### src/rtl/ups_mode_ctrl_if.sv
// ups_mode_ctrl_if: request/handshake bundle between the mode controller and its environment
//   master : control logic + reset generator side (drives requests, ext_rst_n, err_clr)
//   slave  : ups_mode_ctrl side (drives mode_change, mode_active, busy, timeout_err)
interface ups_mode_ctrl_if #(
  parameter int MODE_W = 2
);
  logic [MODE_W-1:0] mode_req;
  logic              mode_req_vld;
  logic              ext_rst_n;
  logic              err_clr;
  logic              mode_change;
  logic [MODE_W-1:0] mode_active;
  logic              busy;
  logic              timeout_err;
  modport master (
    output mode_req, mode_req_vld, ext_rst_n, err_clr,
    input  mode_change, mode_active, busy, timeout_err
  );
  modport slave (
    input  mode_req, mode_req_vld, ext_rst_n, err_clr,
    output mode_change, mode_active, busy, timeout_err
  );
endinterface

### src/rtl/ups_mode_ctrl.sv
// ups_mode_ctrl: initiator of the UPS mode-change / external-reset handshake
//   clk   : system clock
//   por_n : asynchronous active-low reset
//   bus   : ups_mode_ctrl_if.slave (mode_req, mode_req_vld, ext_rst_n, err_clr in;
//           mode_change, mode_active, busy, timeout_err out, all registered)
//   Optional macro UPS_MODE_CTRL_RETRY_EN: one retry pulse before flagging timeout_err.
module ups_mode_ctrl #(
  parameter int                MODE_W       = 2,
  parameter logic [MODE_W-1:0] RESET_MODE   = '0,
  parameter int                DEBOUNCE_CNT = 16,
  parameter int                RST_TIMEOUT  = 1024
) (
  input  logic           clk,
  input  logic           por_n,
  ups_mode_ctrl_if.slave bus
);
  localparam int DW = $clog2(DEBOUNCE_CNT + 1);
  localparam int TW = $clog2(RST_TIMEOUT + 1);

  typedef enum logic [2:0] {IDLE, DEBOUNCE, PULSE, WAIT_LOW, WAIT_HIGH} state_e;

  state_e            state_q, state_d;
  logic [MODE_W-1:0] pend_q, pend_d;
  logic [DW-1:0]     deb_cnt_q, deb_cnt_d;
  logic [TW-1:0]     to_cnt_q, to_cnt_d;
  logic [MODE_W-1:0] mode_active_q, mode_active_d;
  logic              mode_change_q, mode_change_d;
  logic              busy_q, busy_d;
  logic              timeout_err_q, timeout_err_d;
  logic              in_wait, tmo, expired, to_set;
`ifdef UPS_MODE_CTRL_RETRY_EN
  logic              retry_q, retry_d;
`endif

  assign in_wait = (state_q == WAIT_LOW) || (state_q == WAIT_HIGH);
  // >= rather than == so a counter that ran past the limit still expires
  assign tmo     = to_cnt_q >= TW'(RST_TIMEOUT - 1);

  always_comb begin
    state_d       = state_q;
    pend_d        = pend_q;
    deb_cnt_d     = deb_cnt_q;
    to_cnt_d      = (in_wait && to_cnt_q != TW'(RST_TIMEOUT)) ? to_cnt_q + TW'(1) : to_cnt_q;
    mode_active_d = mode_active_q;
    expired       = 1'b0;
    case (state_q)
      IDLE:
        if (bus.mode_req_vld && bus.mode_req != mode_active_q) begin
          pend_d    = bus.mode_req;
          deb_cnt_d = '0;
          state_d   = DEBOUNCE;
        end
      DEBOUNCE:
        if (!(bus.mode_req_vld && bus.mode_req == pend_q)) state_d = IDLE;
        else if (deb_cnt_q == DW'(DEBOUNCE_CNT - 1)) state_d = PULSE;
        else deb_cnt_d = deb_cnt_q + DW'(1);
      PULSE: begin
        to_cnt_d = '0;
        state_d  = WAIT_LOW;
      end
      WAIT_LOW:
        if (!bus.ext_rst_n) state_d = WAIT_HIGH;
        else expired = tmo;
      WAIT_HIGH:
        // release is checked first so it wins over a same-cycle timeout
        if (bus.ext_rst_n) begin
          mode_active_d = pend_q;
          state_d       = IDLE;
        end else expired = tmo;
      default: state_d = IDLE;
    endcase
`ifdef UPS_MODE_CTRL_RETRY_EN
    retry_d = retry_q;
    to_set  = expired && retry_q;
    if (expired) state_d = retry_q ? IDLE : PULSE;
    if (expired && !retry_q) retry_d = 1'b1;
    if (state_d == IDLE) retry_d = 1'b0;
`else
    to_set = expired;
    if (expired) state_d = IDLE;
`endif
    // a new timeout beats a simultaneous clear
    timeout_err_d = to_set | (timeout_err_q & ~bus.err_clr);
    mode_change_d = state_d == PULSE;
    busy_d        = state_d != IDLE;
  end

  always_ff @(posedge clk or negedge por_n) begin
    if (!por_n) begin
      state_q       <= IDLE;
      pend_q        <= '0;
      deb_cnt_q     <= '0;
      to_cnt_q      <= '0;
      mode_active_q <= RESET_MODE;
      mode_change_q <= 1'b0;
      busy_q        <= 1'b0;
      timeout_err_q <= 1'b0;
    end else begin
      state_q       <= state_d;
      pend_q        <= pend_d;
      deb_cnt_q     <= deb_cnt_d;
      to_cnt_q      <= to_cnt_d;
      mode_active_q <= mode_active_d;
      mode_change_q <= mode_change_d;
      busy_q        <= busy_d;
      timeout_err_q <= timeout_err_d;
    end
  end

`ifdef UPS_MODE_CTRL_RETRY_EN
  always_ff @(posedge clk or negedge por_n) begin
    if (!por_n) retry_q <= 1'b0;
    else retry_q <= retry_d;
  end
`endif

  assign bus.mode_change = mode_change_q;
  assign bus.mode_active = mode_active_q;
  assign bus.busy        = busy_q;
  assign bus.timeout_err = timeout_err_q;
endmodule
### src/flat_wrapper.sv
// flat-port wrapper written by rule: the top's interface ports become plain ports
module ups_mode_ctrl_flat 
#(
  parameter int                MODE_W       = 2,
  parameter logic [MODE_W-1:0] RESET_MODE   = '0,
  parameter int                DEBOUNCE_CNT = 16,
  parameter int                RST_TIMEOUT  = 1024
)
  (clk, por_n, bus_mode_req, bus_mode_req_vld, bus_ext_rst_n, bus_err_clr, bus_mode_change, bus_mode_active, bus_busy, bus_timeout_err);
  ups_mode_ctrl_if #(.MODE_W(MODE_W)) bus_i ();
  input  logic clk;
  input  logic por_n;
  input wire logic [$bits(bus_i.mode_req)-1:0] bus_mode_req;
  input wire logic [$bits(bus_i.mode_req_vld)-1:0] bus_mode_req_vld;
  input wire logic [$bits(bus_i.ext_rst_n)-1:0] bus_ext_rst_n;
  input wire logic [$bits(bus_i.err_clr)-1:0] bus_err_clr;
  output wire logic [$bits(bus_i.mode_change)-1:0] bus_mode_change;
  output wire logic [$bits(bus_i.mode_active)-1:0] bus_mode_active;
  output wire logic [$bits(bus_i.busy)-1:0] bus_busy;
  output wire logic [$bits(bus_i.timeout_err)-1:0] bus_timeout_err;
  assign bus_i.mode_req = bus_mode_req;
  assign bus_i.mode_req_vld = bus_mode_req_vld;
  assign bus_i.ext_rst_n = bus_ext_rst_n;
  assign bus_i.err_clr = bus_err_clr;
  assign bus_mode_change = bus_i.mode_change;
  assign bus_mode_active = bus_i.mode_active;
  assign bus_busy = bus_i.busy;
  assign bus_timeout_err = bus_i.timeout_err;
  ups_mode_ctrl #(.MODE_W(MODE_W), .RESET_MODE(RESET_MODE), .DEBOUNCE_CNT(DEBOUNCE_CNT), .RST_TIMEOUT(RST_TIMEOUT)) u_core (.clk(clk), .por_n(por_n), .bus(bus_i));
endmodule
### config.mk
export PLATFORM = sky130hd
export DESIGN_NAME = ups_mode_ctrl_flat
export DESIGN_NICKNAME = d
export VERILOG_FILES = /design/src/rtl/ups_mode_ctrl_if.sv /design/src/rtl/ups_mode_ctrl.sv /design/src/flat_wrapper.sv
export SDC_FILE = /design/constraint.sdc
export NUM_CORES = 1
export LEC_CHECK = 0
export ABC_AREA = 1
export CAP_MARGIN = 20
export CORE_ASPECT_RATIO = 0.8
export CORE_UTILIZATION = 40
export DETAILED_ROUTE_END_ITERATION = 8
export PLACE_DENSITY = 0.68
export SYNTH_ARGS = -nofsm -noshare
export SYNTH_HDL_FRONTEND = slang
export SYNTH_SLANG_ARGS = --single-unit
### constraint.sdc
create_clock -name clk -period 1.5 [get_ports clk]
set_input_delay 0.3 -clock clk [delete_from_list [all_inputs] [get_ports clk]]
set_output_delay 0.3 -clock clk [all_outputs]
set_load 0.005 [all_outputs]
# Yosys cells after proc, flatten, opt, wreduce, memory -nomap -nowiden

Index checks and enable logic that the tools add are counted.

Input port bits: 7
Bits in registers: 26
Logic and storage cells: 53

Order comparisons: 1
Equal/unequal tests: 12
Multiplexer cells: 16
Bitwise operators: 3
Add/subtract/negate cells: 2
Reduce and logical (&&, ||, !) cells: 11

Operators by type and width:

| cell                                                                                  | number |
|---|---|
| 11-bit 2-to-1 mux                                                                     | 2 |
| 3-bit 2-to-1 mux                                                                      | 6 |
| 5-bit 2-to-1 mux                                                                      | 3 |
| 3-bit case mux with 5 select lines                                                    | 1 |
| 11-bit by 1-bit adder with 11-bit output, second input constant                       | 1 |
| 11-bit by 10-bit greater-or-equal comparator with 1-bit output, second input constant | 1 |
| 11-bit != test, second input constant                                                 | 1 |
| 5-bit case mux with 2 select lines                                                    | 1 |
| 3-bit by 2-bit == test with 1-bit output, second input constant                       | 3 |
| 5-bit by 1-bit adder with 5-bit output, second input constant                         | 1 |
| 5-bit by 4-bit == test with 1-bit output, second input constant                       | 1 |
| 2-bit by 1-bit != test with 1-bit output, second input constant                       | 2 |
| 2-bit AND reduction                                                                   | 2 |
| 4-bit AND reduction                                                                   | 1 |
| 2-bit nonzero test                                                                    | 2 |
| 3-bit by 1-bit == test with 1-bit output, second input constant                       | 1 |
| 3-bit == test, second input constant                                                  | 1 |
| 1-bit logical AND                                                                     | 3 |
| 3-bit zero test                                                                       | 1 |
| 3-bit nonzero test                                                                    | 1 |
| 2-bit == test                                                                         | 1 |
| 1-bit 2-to-1 mux                                                                      | 2 |
| 2-bit != test                                                                         | 1 |
| 2-bit != test, second input constant                                                  | 1 |
| other kinds (5)                                                                       | 5 |

# Logic depth before layout (Yosys ltp)

Gate-level depths: netlist of the first run.

Depth in word-level cells: 6
Mapped depth: 10

# Worst setup path after synthesis of the first run

Ideal clock, no wire load.

Kind: register -> register
Start: register u_core.deb_cnt_q[0]
End: register u_core.deb_cnt_q[2]
Setup slack: 8 ps
Clock period less this slack: 1492 ps
Data arrival time: 1368 ps
Stages on the path, launching flop included: 9
Buffers on the path: 0
Cells stage by stage: dfrtp_1 -> ha_1 -> nand2_1 -> nor2_1 -> ha_1 -> nor2_2 -> nand3_2 -> o21ai_0 -> a21oi_1

Word-level cells in the longest chain between the ends: 4
Elaborated cells between the ends (all ways): 7

RTL lines:

| item                                   | RTL line             | RTL |
|---|---|---|
| start: declaration                     | ups_mode_ctrl.sv:24  | `logic [DW-1:0] deb_cnt_q, deb_cnt_d;` |
| start signal: assignment               | ups_mode_ctrl.sv:101 | `deb_cnt_q <= deb_cnt_d;` |
| 5-bit by 1-bit adder with 5-bit output | ups_mode_ctrl.sv:56  | `else deb_cnt_d = deb_cnt_q + DW'(1);` |
| 5-bit 2-to-1 mux                       | ups_mode_ctrl.sv:55  | `else if (deb_cnt_q == DW'(DEBOUNCE_CNT - 1)) state_d = PULSE;` |
| 5-bit 2-to-1 mux                       | ups_mode_ctrl.sv:54  | `if (!(bus.mode_req_vld && bus.mode_req == pend_q)) state_d = IDLE;` |
| 5-bit case mux with 2 select lines     | ups_mode_ctrl.sv:46  | `case (state_q)` |

Several ways; a longest one is shown, not always the timed one. The select of a mux whose other input is x is not followed.
A chain may end at the register's enable or synchronous reset.

# Worst setup path after layout of the first run

Start: register u_core.deb_cnt_q[0]
End: register u_core.busy_q (netlist: u_core.bus.busy)

Word-level cells in the longest chain between the ends: 6

RTL lines:

| item                                     | RTL line             | RTL |
|---|---|---|
| 5-bit by 4-bit == test with 1-bit output | ups_mode_ctrl.sv:55  |  |
| 3-bit 2-to-1 mux                         | ups_mode_ctrl.sv:55  |  |
| 3-bit 2-to-1 mux                         | ups_mode_ctrl.sv:54  |  |
| 3-bit case mux with 5 select lines       | ups_mode_ctrl.sv:46  |  |
| 3-bit 2-to-1 mux                         | ups_mode_ctrl.sv:80  | `if (expired) state_d = IDLE;` |
| 3-bit nonzero test                       | ups_mode_ctrl.sv:85  | `busy_d = state_d != IDLE;` |
| via u_core.busy_d                        | ups_mode_ctrl.sv:28  | `logic busy_q, busy_d;` |
| end signal: assignment                   | ups_mode_ctrl.sv:105 | `busy_q <= busy_d;` |
| end: declaration                         | ups_mode_ctrl.sv:28  |  |

The timed path passes the listed nets, and every way through them passes these cells.

==> results of run 1 <==
layer usage:
metal,track usage,vias up,wire (µm),part of all wire
met1,0.271,601,1700,0.53
met5,0,-,0,0
met4,0.0429,0,29,0.0091
met3,0.0424,2,134,0.042
met2,0.237,26,1330,0.42
li1,-,723,-,-
power by group through the flow:
stage	Clock (µW)	Combinational [µW]	Sequential (µW)
finish	580	505	855
global route	632	583	867
CTS	599	439	851
detailed placement	0	384	867
global placement	0	380	867
floorplan	0	217	861
Yosys cell counts, drive strengths merged:
master and number:
a21oi 4, buf 1, dfrtp 26, ha 4
inv 30, nand2 61, nand3 22, nand4 3
nor2 30, o21ai 15, o22ai 1, xnor2 4
xor2 4
through the flow:
step / hold WS, ns / setup WS (ns) / cells
finish: 0.393 / 0.0240 / 286
global route: 0.439 / -0.0532 / 286
CTS: 0.399 / -0.00107 / 281
detailed placement: 0.489 / -0.125 / 273
global placement: 0.477 / -0.119 / 273
floorplan: 0.00441 / 0.00824 / 205
timing repair:
action                                  in CTS  in global routing
gates resized for setup                      6                 18
pin swaps                                   13                  9
hold buffers                                 0                  0
endpoints found under the setup margin      12                 22
buffers inserted                             4                  5
cells in the final DEF (no fill, tap or decap), types with 2 or more instances in the layout:
master            n
nand2_1          50
dfrtp_1          26
inv_1            25
buf_4            24
nor2_1           23
nand3_1          16
clkdlybuf4s50_1  11
nand2_2          10
o21ai_0           9
nor2_4            5
inv_2             5
nand3_2           5
xnor2_1           4
a21oi_1           4
o21ai_2           4
xor2_1            4
nand4_1           3
clkbuf_8          3
nor2_2            2
o21ai_1           2
ha_2              2
worst register-to-register path: cells and delay by family (launching register included):
| family | cells | cell delay [ns] |
|---|---|---|
| AND/OR/NAND/NOR | 7 | 0.60 |
| adder cells (fa/ha/maj) | 2 | 0.41 |
| flip-flops | 1 | 0.37 |
| buffers and inverters | 1 | 0.04 |
area by class of cell:
cell class	instances	share of cell area
Sequential cell	26	0.321
Clock inverter	1	0.0148
Clock buffer	3	0.0204
Timing Repair Buffer	36	0.149
Tap cell	42	0.0259
Inverter	30	0.0556
Multi-Input combinational cell	148	0.413
cell families (layout without fill, tap and decap cells):
| group | Yosys count | count (layout) | share of synthesized area |
|---|---|---|---|
| simple gates | 116 | 116 | 0.346 |
| buf+inv | 31 | 70 | 0.0804 |
| flops | 26 | 26 | 0.422 |
| compound gates | 20 | 20 | 0.0731 |
| xor+xnor | 8 | 8 | 0.0455 |
| fa+ha+maj | 4 | 4 | 0.0325 |
state kept, by name, summed over array words and instances, names as in the netlist:
name,flops
u_core.bus.mode_change,1
u_core.deb_cnt_q,5
u_core.bus.timeout_err,1
u_core.pend_q,2
u_core.bus.mode_active,2
u_core.bus.busy,1
u_core.state_q,3
u_core.to_cnt_q,11
worst paths after layout:
path                                             endpoint                       startpoint  cells after the start
min in group clk             u_core.pend_q[0]$_DFFE_PN0P_     u_core.pend_q[0]$_DFFE_PN0P_                      2
max reg2reg                     u_core.bus.busy$_DFF_PN0_  u_core.deb_cnt_q[0]$_DFFE_PN0P_                     10
min reg2reg                  u_core.pend_q[0]$_DFFE_PN0P_     u_core.pend_q[0]$_DFFE_PN0P_                      2
min                        u_core.to_cnt_q[2]$_DFFE_PN0P_                            por_n                      2
max                             u_core.bus.busy$_DFF_PN0_  u_core.deb_cnt_q[0]$_DFFE_PN0P_                     10
max in group asynchronous  u_core.to_cnt_q[7]$_DFFE_PN0P_                            por_n                      2
==> impl_metrics.csv, run 1 <==
group,metric,value,unit
yosys,synth_top_area_share,0.422,
placed_design,placed_area,1810,µm²
die,die_area,4100,µm²
route,wire_per_inst,11.2,µm
clock_network,cts_tree,"done",
sta,hold_viol,0,
clock_network,cts_inserted_buffers,3,
route,first_iter_violations,77,
clock_network,clk_pin_slew_worst_paths,0.09,ns
final_layout,seqCellArea,651,µm²
power_and_ir_drop,p_switching,552,µW
clock_network,cts_buffer_depth,2,
yosys,synthCells,205,
sta,fin_setup_tns,0,ns
die,core,3540,µm²
sta,worstMarginPinSlew,0.340,ns
die,rows,19,
route,dr.pass1.iters,4,
power_and_ir_drop,p_leak,0.000983,µW
power_and_ir_drop,switching_share,0.285,
sta,fmax,678,MHz
power_and_ir_drop,seqPwrFrac,0.441,
final_layout,drive_gt1_frac,0.266,
global_route,grt_pass1_vias,1194,
yosys,ys_ff_latch,26,
setup_path,start_kind,"register",
setup_path,cpMaxStageDelayCell,"dfrtp_1",
placed_design,gp_congestion,0.865,
yosys,synth_warnings,0,
setup_path,crit_path_cell_trace,"ha_2 -> nand2_2 -> nor2_2 -> ha_2 -> inv_2 -> nor2_1 -> nand3_1 -> nand2_1 -> nand2_2 -> nand3_2",
route,avgViaCountPerCell,4.73,
sta,slew_headroom,0.774,
power_and_ir_drop,p_per_area,958,nW/µm²
clock_network,root_buffer,"clkbuf_8",
power_and_ir_drop,ir_drop,538,µV
setup_path,crit_family,"simple AND/OR/NAND/NOR gates",
setup_path,rrSetupSlack,0.02,ns
yosys,synth_top_area_cell,"dfrtp_1",
global_route,grt_overflow,0,
yosys,yosys-top-cells-area,"dfrtp_1, nand2_1, inv_1, nand3_1, nor2_1",
clock_network,clkLatencyLatePin,0.27,ns
final_layout,finalNetCount,256,
global_route,grt_pass1_wl,5450,µm
clock_network,clock_sinks,26,
sta,min_period_over_period,0.984,
yosys,yosys.cell_types.count,20,
placed_design,dp_hpwl,2290,µm
route,vias,1352,
global_route,track_usage,0.173,
final_layout,fin_util,0.572,
final_layout,antenna_cells,0,
power_and_ir_drop,share_comb_of_total_power,0.260,
setup_path,critPathBufInv,1,
sta,fin_crit,1.48,ns
clock_network,htreeDepth,1,
yosys,syn_nets,216,
die,die_w,71.4,µm
setup_path,required,1.72,ns
setup_path,cp_max_fo,2,
power_and_ir_drop,clkPwrFrac,0.299,
die,io_pins,12,
setup_path,worstSetupPathType,"register to register",
sta,finalClockSkew,0.00437,ns
die,initial_core_util,0.435,
final_layout,area_growth,31.5,%
yosys,synth-seq-area-share,0.422,
sta,rsz0062_at_grt,"yes",
sta,setup_violations,0,
power_and_ir_drop,power,1940,µW
die,die_y,57.5,µm
status,outcome,"complete, no violations",
min_path,hold_class,"primary input to async pin",
final_layout,multi_input_area,837,µm²
global_route,antenna_found_initial,0,
sta,timing.final.max_slew_violations,0,
yosys,syn_area_per_cell,7.51,µm²
setup_path,slowest_delay,0.37,ns
run,cap_violations,0,
setup_path,worstPathArrival,1.69,ns
route,drc,0,
final_layout,fillers,330,
global_route,grt_max_degree,27,
route,finalWirelength,3200,µm
route,drtAntennaViolNets,0,
setup_path,critPathCaptureType,"register",
yosys,synth_area,1540,µm²
placed_design,port_buffers,11,
final_layout,final_area,2030,µm²
power_and_ir_drop,cell_internal_pwr,1390,µW
Note: power is estimated with default switching activity, not from simulation.
==> inputs of run 2 (changes only) <==
Settings changed: SLEW_MARGIN set to 15.
==> results of run 2 <==
Final layout, timing and power as in run 1 (identical DEF).
